--- src/rtl/serial_frame_ctrl.sv ---
// Receive sequencer for the serial input link: start-nibble hunt,
// payload capture, stop-bit check and valid/ready word delivery.
module serial_frame_ctrl #(
  parameter int DATA_W    = 8,
  parameter int START_LEN = 4
) (
  input  logic              clk,
  input  logic              rst,
  input  logic              sIn,
  output logic [DATA_W-1:0] data_out,
  output logic              data_valid,
  input  logic              data_ready,
  output logic              busy,
  output logic              frame_err,
  output logic              overrun,
  input  logic              clr_ovr
);

  localparam int ZW = $clog2(START_LEN);
  localparam int BW = (DATA_W > 1) ? $clog2(DATA_W) : 1;
  localparam logic [ZW-1:0] ZLAST = ZW'(START_LEN - 1);
  localparam logic [BW-1:0] BLAST = BW'(DATA_W - 1);

  typedef enum logic [1:0] {
    ARM  = 2'd0,
    HUNT = 2'd1,
    DATA = 2'd2,
    STOP = 2'd3
  } state_t;

  state_t            state_q, state_d;
  logic [ZW-1:0]     zcnt_q, zcnt_d;
  logic [BW-1:0]     bcnt_q, bcnt_d;
  logic [DATA_W-1:0] shreg_q, shreg_d;
  logic [DATA_W-1:0] data_q, data_d;
  logic              valid_q, valid_d;
  logic              ferr_q, ferr_d;
  logic              ovr_q, ovr_d;
  logic              ovr_set;

  always_ff @(posedge clk) begin
    if (rst) begin
      state_q <= ARM;
      zcnt_q  <= '0;
      bcnt_q  <= '0;
      shreg_q <= '0;
      data_q  <= '0;
      valid_q <= 1'b0;
      ferr_q  <= 1'b0;
      ovr_q   <= 1'b0;
    end else begin
      state_q <= state_d;
      zcnt_q  <= zcnt_d;
      bcnt_q  <= bcnt_d;
      shreg_q <= shreg_d;
      data_q  <= data_d;
      valid_q <= valid_d;
      ferr_q  <= ferr_d;
      ovr_q   <= ovr_d;
    end
  end

  always_comb begin
    state_d = state_q;
    zcnt_d  = zcnt_q;
    bcnt_d  = bcnt_q;
    shreg_d = shreg_q;
    data_d  = data_q;
    valid_d = valid_q;
    ferr_d  = 1'b0;
    ovr_set = 1'b0;
    if (valid_q && data_ready) valid_d = 1'b0;
    unique case (state_q)
      ARM: begin
        if (sIn) state_d = HUNT;
      end
      HUNT: begin
        if (sIn) begin
          zcnt_d = '0;
        end else if (zcnt_q == ZLAST) begin
          state_d = DATA;
          zcnt_d  = '0;
          bcnt_d  = '0;
        end else begin
          zcnt_d = zcnt_q + 1'b1;
        end
      end
      DATA: begin
        shreg_d = DATA_W'({shreg_q, sIn});
        bcnt_d  = bcnt_q + 1'b1;
        if (bcnt_q == BLAST) begin
          state_d = STOP;
          bcnt_d  = '0;
        end
      end
      STOP: begin
        if (sIn) begin
          // The good stop bit doubles as the idle 1 that re-arms the hunt
          state_d = HUNT;
          if (!valid_q || data_ready) begin
            data_d  = shreg_q;
            valid_d = 1'b1;
          end else begin
            ovr_set = 1'b1;
          end
        end else begin
          state_d = ARM;
          ferr_d  = 1'b1;
        end
      end
    endcase
    ovr_d = ovr_set | (ovr_q & ~clr_ovr);
  end

  assign data_out   = data_q;
  assign data_valid = valid_q;
  assign frame_err  = ferr_q;
  assign overrun    = ovr_q;
  assign busy       = ((state_q == HUNT) && (zcnt_q != '0))
                    || (state_q == DATA) || (state_q == STOP);

endmodule
--- config.mk ---
export PLATFORM = sky130hd
export DESIGN_NAME = serial_frame_ctrl
export DESIGN_NICKNAME = d
export VERILOG_FILES = /design/src/rtl/serial_frame_ctrl.sv
export SDC_FILE = /design/constraint.sdc
export NUM_CORES = 1
export LEC_CHECK = 0
export CORE_ASPECT_RATIO = 1.25
export CORE_MARGIN = 5
export CORE_UTILIZATION = 51
export DETAILED_ROUTE_END_ITERATION = 8
export MAX_ROUTING_LAYER = met4
export PLACE_DENSITY = 0.85
export SLEW_MARGIN = 20
export SYNTH_ARGS = -nofsm -noshare
export SYNTH_HDL_FRONTEND = slang
export SYNTH_SLANG_ARGS = --single-unit
export TNS_END_PERCENT = 50
--- constraint.sdc ---
create_clock -name clk -period 2.2 [get_ports clk]
set_input_delay 0.55 -clock clk [delete_from_list [all_inputs] [get_ports clk]]
set_output_delay 0.55 -clock clk [all_outputs]
set_load 0.01 [all_outputs]
### After elaboration in Yosys (flattened, before gate mapping)

Cells that the tools add are included.

| storage, ports and cells | value |
|---|---|
| input bits | 5 |
| register bits | 26 |

| cells by class | value |
|---|---|
| bitwise operators | 4 |
| add/sub/neg operators | 2 |
| reduce and logical (&&, ||, !) cells | 13 |
| mux-type cells | 20 |
| equal/unequal tests | 9 |

Operators with widths:

| operator | count |
|---|---|
| $mux 2 | 6 |
| $mux 1 | 9 |
| $mux 3 | 3 |
| $ne 2x2->1 const B | 4 |
| $pmux 2 s4 | 1 |
| $eq 2x2->1 const B | 3 |
| $pmux 3 s2 | 1 |
| $reduce_and 3->1 | 2 |
| $reduce_and 4->1 | 1 |
| $reduce_bool 2->1 | 2 |
| $add 3x1->3 const B | 1 |
| $eq 3x3->1 const B | 1 |
| $logic_or 1x1->1 | 3 |
| $add 2x1->2 const B | 1 |
| $eq 2x1->1 const B | 1 |
| $logic_and 1x1->1 | 2 |
| $logic_not 2->1 | 1 |
| $not 1->1 | 2 |
| $reduce_or 2->1 | 1 |
| $and 1x1->1 | 1 |
| $logic_not 1->1 | 1 |
| $or 1x1->1 | 1 |

### Depth between registers and ports, before layout

Gate-level depths: netlist (run 1).

| depth | value |
|---|---|
| word-level depth | 6 |
| gate-level depth with buffers | 6 |
| gate-level depth less buffers | 6 |

### Worst setup path after synthesis (run 1)

No wires, ideal clock.

| timing | value |
|---|---|
| path type | register to output |
| from | reg state_q[0] |
| to | out busy |
| stages on the path, launching flop included | 6 |
| path slack | 548 ps |
| arrival time | 1,102 ps |
| cells stage by stage | dfxtp_1 > inv_1 > ha_1 > buf_2 > nor2_1 > o21ai_0 |

| between the ends | value |
|---|---|
| longest elaborated chain between the ends | 4 |
| elaborated cells on any way between the ends | 6 |
| classes of those cells | 3 x eq/ne; 3 x reduce/logical |

RTL lines:

| item | RTL line | RTL |
|---|---|---|
| start, declared | 31 | `state_t state_q, state_d;` |
| start signal, assigned | 52 | `state_q <= state_d;` |
| $eq 2x1->1 | 119 | `assign busy = ((state_q == HUNT) && (zcnt_q != '0))` |
| $logic_and 1x1->1 | 119 |  |
| $logic_or 1x1->1 | 120 | `\|\| (state_q == DATA) \|\| (state_q == STOP);` |
| $logic_or 1x1->1 (*) | 120 |  |
| end, declared | 13 | `output logic busy,` |

Every way passes the cells marked *; elsewhere a longest branch is shown, timed or not.

### Worst setup path in the final report (run 1)

Ends and elaborated chain as after synthesis.

==> results by group, run 1 <==
Yosys
  • Share of the synthesized area in the top cell type: 0.467
  • Top post-synthesis cells by area: dfxtp_1 (47%), mux2i_1 (15%), ha_1 (9.0%)
  • Sequential area share after synthesis: 0.467
  • Asr flop ratio synth: 0
  • Mapped cell area: around 1100 sq um
  • Most frequent cells after synthesis: dfxtp_1 (26), nor2_1 (23), mux2i_1 (17)
  • Top_reg_cell synth: dfxtp_1
  • Area leader, netlist: dfxtp_1
  • Post-synth EDFFs: 0
  • Mapped Avg Cell Area: a little under 10 sq um
  • Distinct cells, synth: 27
  • Synthesized netlist cell count: about 110
  • Yosys warns: 0
  • Top-count cell post-synth: dfxtp_1
  • Yosys reg bits: 26
  • Synth Net Count: between 100 and 150

Critical path
  • Critical Path AT: 1.50 ns
  • CP bufs+invs: 2
  • R2R cell count: 6
  • CP Capture Type: output pin
  • Crit Path Class: flip-flop to output pin
  • Reg-to-Reg End: state_q[0]
  • CP top delay family: flip-flops
  • CP Data Required Time: around 1.7 ns
  • CP Cell Sequence: inv_1, ha_1, nor2_1, o21ai_0, dlygate4sd2_1
  • CP peak stage delay: about 0.41 ns
  • Critical path endpoint: busy
  • Crit-path slowest cell: dfxtp_1
  • Worst path depth: 5
  • Crit Reg-Reg Startpoint: state_q[0]
  • R2r setup slk: 0.32 ns
  • CP max FO: 4
  • CP Launch Type: flip-flop
  • Worst Setup SP: state_q[0]

GRT
  • Initial antenna violation count: 0
  • First-pass GRT wire length: between 3000 and 4000 microns
  • Largest net degree at the start of global routing: 27
  • Gr usage total: 0.138
  • Total grt overflow: 0
  • Vias in the first global route: approximately 850

Status
  • Outcome: finished clean

STA
  • Tmin final: 2.05 ns
  • Final-report setup violation count: 0
  • Clock skew: about 0.00081 ns
  • Max transition margin: 0.666
  • Final hold vios: 0
  • Setup TNS: 0 ns
  • Max Fclk: approximately 490 MHz
  • Setup repair after global routing missed its margin: no
  • Final Cycle Share: 0.933
  • Final max-slew violation count: 0
  • Slew @ Worst Pin: around 0.5 ns
  • Hold Slack: about 0.48 ns

Power
  • VDD IR max: roughly 0.66 mV
  • Power density cells: 806 nW/um^2
  • Lkg Pwr: between 0.5 and 0.6 nW

Finish
  • Seq. cell area: about 520 sq um
  • Layout cells sized above 1: 0.0840
  • Multi-input gate area: 533 sq um
  • Nets: ~150
  • Final cell count without fillers: ~150
  • Synthesis-to-finish area growth: 18.9%
  • Filler cells: between 150 and 200
  • Ant. Diodes: 0

CTS
  • Clock Latency Late Sink: roughly 0.31 ns
  • Post-CTS Setup Repair Bufs: 0
  • Cts repair resizes: 1
  • Cts hold-fix bufs: 0
  • Inserted Clock Buffers: 3
  • Max Root-Sink Buffers: 2
  • Clk slew on worst S/H paths: around 0.13 ns
  • Clk root buf: clkbuf_4
  • Clk sinks: 26
  • Htree depth: 1
  • CTS tree: yes

Floorplanning
  • Die ar.: about 3200 sq um
  • Top-Level Pins: 17
  • Core area: 2140 sq um
  • Die Span Y: 62.3 microns
  • Row cnt: 19
  • Die width: approximately 52 microns
  • Initial Utilization: 0.521

Placement
  • Port buffer count: 16
  • Placed cells: 149
  • GP Congestion: between 0.8 and 0.9
  • Hpwl dp: 1440 microns

Drt
  • Pre-antenna DRT Iters: 4
  • WL per Instance: roughly 13 microns
  • 1st-iter DRT viols: 24
  • DRC errors left: 0
  • Post-DR vias/cell: between 5 and 6
  • Final ANT Viol Nets: 0
  • DR vias: 833
  • Drt total wl: 1910 microns

Worst hold path
  • Type of the worst min-delay path: flip-flop to flip-flop

Flow run
  • Max Cap Violations: 0
kinds of logic after synthesis:
| group | Yosys count | synth area share |
|---|---|---|
| mux | 18 | 0.163 |
| compound gates | 12 | 0.0752 |
| simple gates | 35 | 0.150 |
| fa+ha+maj | 8 | 0.0898 |
| buf+inv | 14 | 0.0550 |
| flops | 26 | 0.467 |
area by class of cell:
class / count / share of cell area
Clock buffer: 3 / 0.0170
Multi-Input combinational cell: 73 / 0.402
Inverter: 9 / 0.0255
Timing Repair Buffer: 20 / 0.143
Sequential cell: 26 / 0.393
Tap cell: 21 / 0.0198
tightest hold or removal path: stages (launching register included):
cell and delay, ns:
dfxtp_1 0.34, nand2_1 0.06, a21oi_1 0.05
flip-flops by register name (all words and copies together), names as in the netlist:
| register | cells |
|---|---|
| shreg_q | 8 |
| overrun | 1 |
| state_q | 2 |
| data_valid | 1 |
| bcnt_q | 3 |
| frame_err | 1 |
| data_out | 8 |
| zcnt_q | 2 |
how the worst min path moves through the flow:
stage,start,depth (start not counted),to
floorplan,bcnt_q[1],2,bcnt_q[1]
global placement,bcnt_q[1],2,bcnt_q[1]
detailed placement,bcnt_q[1],2,bcnt_q[1]
CTS,bcnt_q[1],2,bcnt_q[1]
global route,bcnt_q[1],2,bcnt_q[1]
finish,bcnt_q[1],2,bcnt_q[1]
per-stage QoR:
step	utilization	setup WS [ns]	power, W	area (sq um)
after floorplan	-	0.548	0.000795	1110
after global placement	0.609	0.127	0.000870	1300
after detailed placement	0.609	0.0134	0.000899	1300
after CTS	0.619	0.126	0.00108	1330
after global routing	0.619	0.00628	0.00114	1330
final	0.619	0.147	0.00107	1330
routing by layer:
layer / GRT usage / vias to the layer above / share of wire
met5: - / - / 0
met4: 0.0393 / 0 / 0.0094
met3: 0.0335 / 2 / 0.027
met2: 0.234 / 10 / 0.52
met1: 0.157 / 406 / 0.45
li1: - / 415 / -
layout by cell type (no fill, tap or decap), types with 2 or more instances in the layout:
cell,Yosys,final
a21oi_1,5,5
a32oi_1,2,2
dfxtp_1,26,26
mux2i_1,17,17
clkbuf_4,0,3
clkdlybuf4s50_1,0,15
inv_1,8,8
nor2_1,23,23
nand2_1,4,4
buf_4,0,4
ha_1,8,8
where the power goes:
part	total, W	internal [W]	switching [W]
Sequential	0.000536	0.000504	0.0000323
Clock	0.000191	0.0000639	0.000127
Combinational	0.000340	0.000159	0.000182
Total	0.00107	0.000726	0.000341
Power figures use the tool's default switching activity.
==> run 2: changes to the inputs <==
--- a/config.mk
+++ b/config.mk
@@ -6,12 +6,11 @@
 export NUM_CORES = 1
 export LEC_CHECK = 0
 export CORE_ASPECT_RATIO = 1.25
-export CORE_MARGIN = 5
+export CORE_MARGIN = 8
 export CORE_UTILIZATION = 51
 export DETAILED_ROUTE_END_ITERATION = 8
 export MAX_ROUTING_LAYER = met4
 export PLACE_DENSITY = 0.85
-export SLEW_MARGIN = 20
 export SYNTH_ARGS = -nofsm -noshare
 export SYNTH_HDL_FRONTEND = slang
 export SYNTH_SLANG_ARGS = --single-unit
==> results by group, run 2 (synthesis results as in run 1) <==
Drt
  • DRC errors left: 0 (unchanged)
  • DR WL met2: 1020 microns (+3.3%)
  • Highest routed metal layer: met4
  • Met3 wire length: 54 microns (+5.9%)
  • DR vias: 830 (-0.36%)
  • DRT met1 WL: 994 microns (+17%)
  • Final ANT Viol Nets: 0 (unchanged)
  • Post-DR vias/cell: 5.42 (-1.0%)
  • Pre-antenna DRT Iters: 4 (unchanged)
  • WL per Instance: 13.8 microns (+9.7%)
  • 1st-iter DRT viols: 15 (-38%)
  • Drt total wl: 2110 microns (+10%)

CTS
  • CTS tree: yes
  • Clock Latency Late Sink: 0.33 ns (+0.02 ns)
  • Clk root buf: clkbuf_4
  • Htree depth: 1 (unchanged)
  • Inserted Clock Buffers: 3 (unchanged)
  • Clk slew on worst S/H paths: 0.12 ns (about the same)
  • Clk sinks: 26 (unchanged)
  • Max Root-Sink Buffers: 2 (unchanged)

Placement
  • GP Congestion: 0.777 (-10%)
  • Post-DP Area: 1300 sq um (unchanged)
  • Hpwl dp: 1540 microns (+7.6%)
  • Port buffer count: 16 (unchanged)
  • Pre-CTS setup slack: 0.0398 ns (+0.0264 ns)

GRT
  • Gr usage total: 0.115 (-0.0229)
  • Largest net degree at the start of global routing: 27 (unchanged)
  • Vias in the first global route: 822 (-3.2%)
  • First-pass GRT wire length: 3470 microns (+0.41%)
  • Initial antenna violation count: 0 (unchanged)
  • Total grt overflow: 0 (unchanged)

STA
  • Final-report setup violation count: 0 (unchanged)
  • Setup repair after global routing missed its margin: no
  • Max transition margin: 0.665 (-0.00122)
  • Final hold vios: 0 (unchanged)
  • PnR worst setup slack: 0.153 ns (+0.00592 ns)
  • Tmin final: 2.05 ns (-0.00592 ns)
  • Slew @ Worst Pin: 0.503 ns (+0.00184 ns)
  • Setup TNS: 0 ns (unchanged)
  • Final Cycle Share: 0.931 (-0.00269)
  • Final max-slew violation count: 0 (unchanged)
  • Clock skew: 0.0123 ns (+0.0114 ns)
  • Max Fclk: 488 MHz (+0.29%)

Critical path
  • CP Launch Type: flip-flop
  • CP Data Required Time: 1.65 ns (about the same)
  • CP top delay family: flip-flops
  • Crit Path Class: flip-flop to output pin
  • CP Capture Type: output pin
  • CP peak stage delay: 0.38 ns (-0.03 ns)
  • Worst Setup SP: state_q[0]
  • Crit-path slowest cell: dfxtp_2
  • Worst path depth: 5 (unchanged)
  • Critical path endpoint: busy
  • CP max FO: 4 (unchanged)
  • R2r setup slk: 0.34 ns (+0.02 ns)
  • Critical Path AT: 1.50 ns (about the same)
  • CP bufs+invs: 2 (unchanged)
  • Reg-to-Reg End: state_q[0]
  • R2R cell count: 6 (unchanged)
  • Crit Reg-Reg Startpoint: state_q[0]
  • CP Cell Sequence: inv_1, ha_1, nor2_1, o21ai_0, dlygate4sd2_1

Floorplanning
  • Initial Utilization: 0.521 (unchanged)
  • Die Span Y: 68.3 microns (+9.6%)
  • Top-Level Pins: 17 (unchanged)
  • Row cnt: 19 (unchanged)
  • Die width: 57.8 microns (+12%)
  • Die ar.: 3950 sq um (+22%)
  • Core area: 2140 sq um (unchanged)

Status
  • Outcome: finished clean

Finish
  • Nets: 146 (unchanged)
  • Synthesis-to-finish area growth: 20.3%
  • Ant. Diodes: 0 (unchanged)
  • Layout cells sized above 1: 0.106 (+0.0221)
  • Filler cells: 194 (+0.52%)
  • Cell area after layout: 1340 sq um (+1.2%)
  • Most common cell after layout, fill and taps aside: dfxtp_1
  • Fin util: 0.627 (+0.00760)
  • Most frequent cells in the layout: dfxtp_1 (24), nor2_1 (23), mux2i_1 (17), clkdlybuf4s50_1 (15)

Power
  • Total power: 0.00113 W (+5.7%)
  • Power density cells: 841 nW/um^2 (+4.4%)
  • VDD IR max: 0.565 mV (-15%)
  • Lkg Pwr: 0.511 nW (+1.6%)

Worst hold path
  • Type of the worst min-delay path: flip-flop to flip-flop

Flow run
  • Max Cap Violations: 0 (unchanged)
## run 2: cell types whose count changed in the layout (fill, tap and decap cells not counted)
cell / change
dfxtp_1: -2
dfxtp_2: +2
clkbuf_8: +1
## run 2: worst min-delay path by stage
| stage | start | endpoint | slack, ns | depth (start not counted) |
|---|---|---|---|---|
| after floorplan | bcnt_q[1] | bcnt_q[1] | 0.44 | 2 |
| after global placement | bcnt_q[1] | bcnt_q[1] | 0.45 | 2 |
| after detailed placement | bcnt_q[1] | bcnt_q[1] | 0.45 | 2 |
| after CTS | bcnt_q[1] | bcnt_q[1] | 0.47 | 2 |
| after global routing | bcnt_q[1] | bcnt_q[1] | 0.48 | 2 |
| final | bcnt_q[1] | bcnt_q[1] | 0.47 | 2 |
## run 2: stage by stage
| stage | hold slack, ns | instances |
|---|---|---|
| 5_1_grt | 0.481 | 153 |
| 2_1_floorplan | 0.436 | 113 |
| 6_report | 0.468 | 153 |
| 3_5_place_dp | 0.450 | 149 |
| 4_1_cts | 0.469 | 153 |
| 3_3_place_gp | 0.449 | 149 |
## run 2: where the power goes
part	internal [W]	switching, W	total (W)
clock network	0.000101	0.000139	0.000240
registers	0.000508	0.0000319	0.000539
logic	0.000160	0.000188	0.000348
total	0.000769	0.000359	0.00113
## run 2: layout make-up
cell class	count	area (sq um)	share of cell area
clock buffer	4	36.3	0.0271
multi-input combinational	73	533	0.397
sequential	26	523	0.390
inverter	9	33.8	0.0252
timing repair buffer	20	189	0.141
tap	21	26.3	0.0196
## run 2: layer usage
layer / vias up / GRT usage
li1: 420 / -
met1: 388 / 0.121
met2: 16 / 0.197
met4: 0 / 0.0675
met5: - / -
met3: 6 / 0.0226
## run 2: repair_timing
| action | CTS | global route |
|---|---|---|
| setup endpoints to repair | 1 | 1 |
| hold buffers | 0 | 0 |
| resized for setup | 1 | 2 |
| setup buffers | 0 | 0 |
## run 2: tightest hold or removal path, delay by kind of cell (launching register included)
kind               cells  cell delay (ns)
AOI/OAI and AO/OA      1             0.05
DFF                    1             0.34
and+or+nand+nor        1             0.05
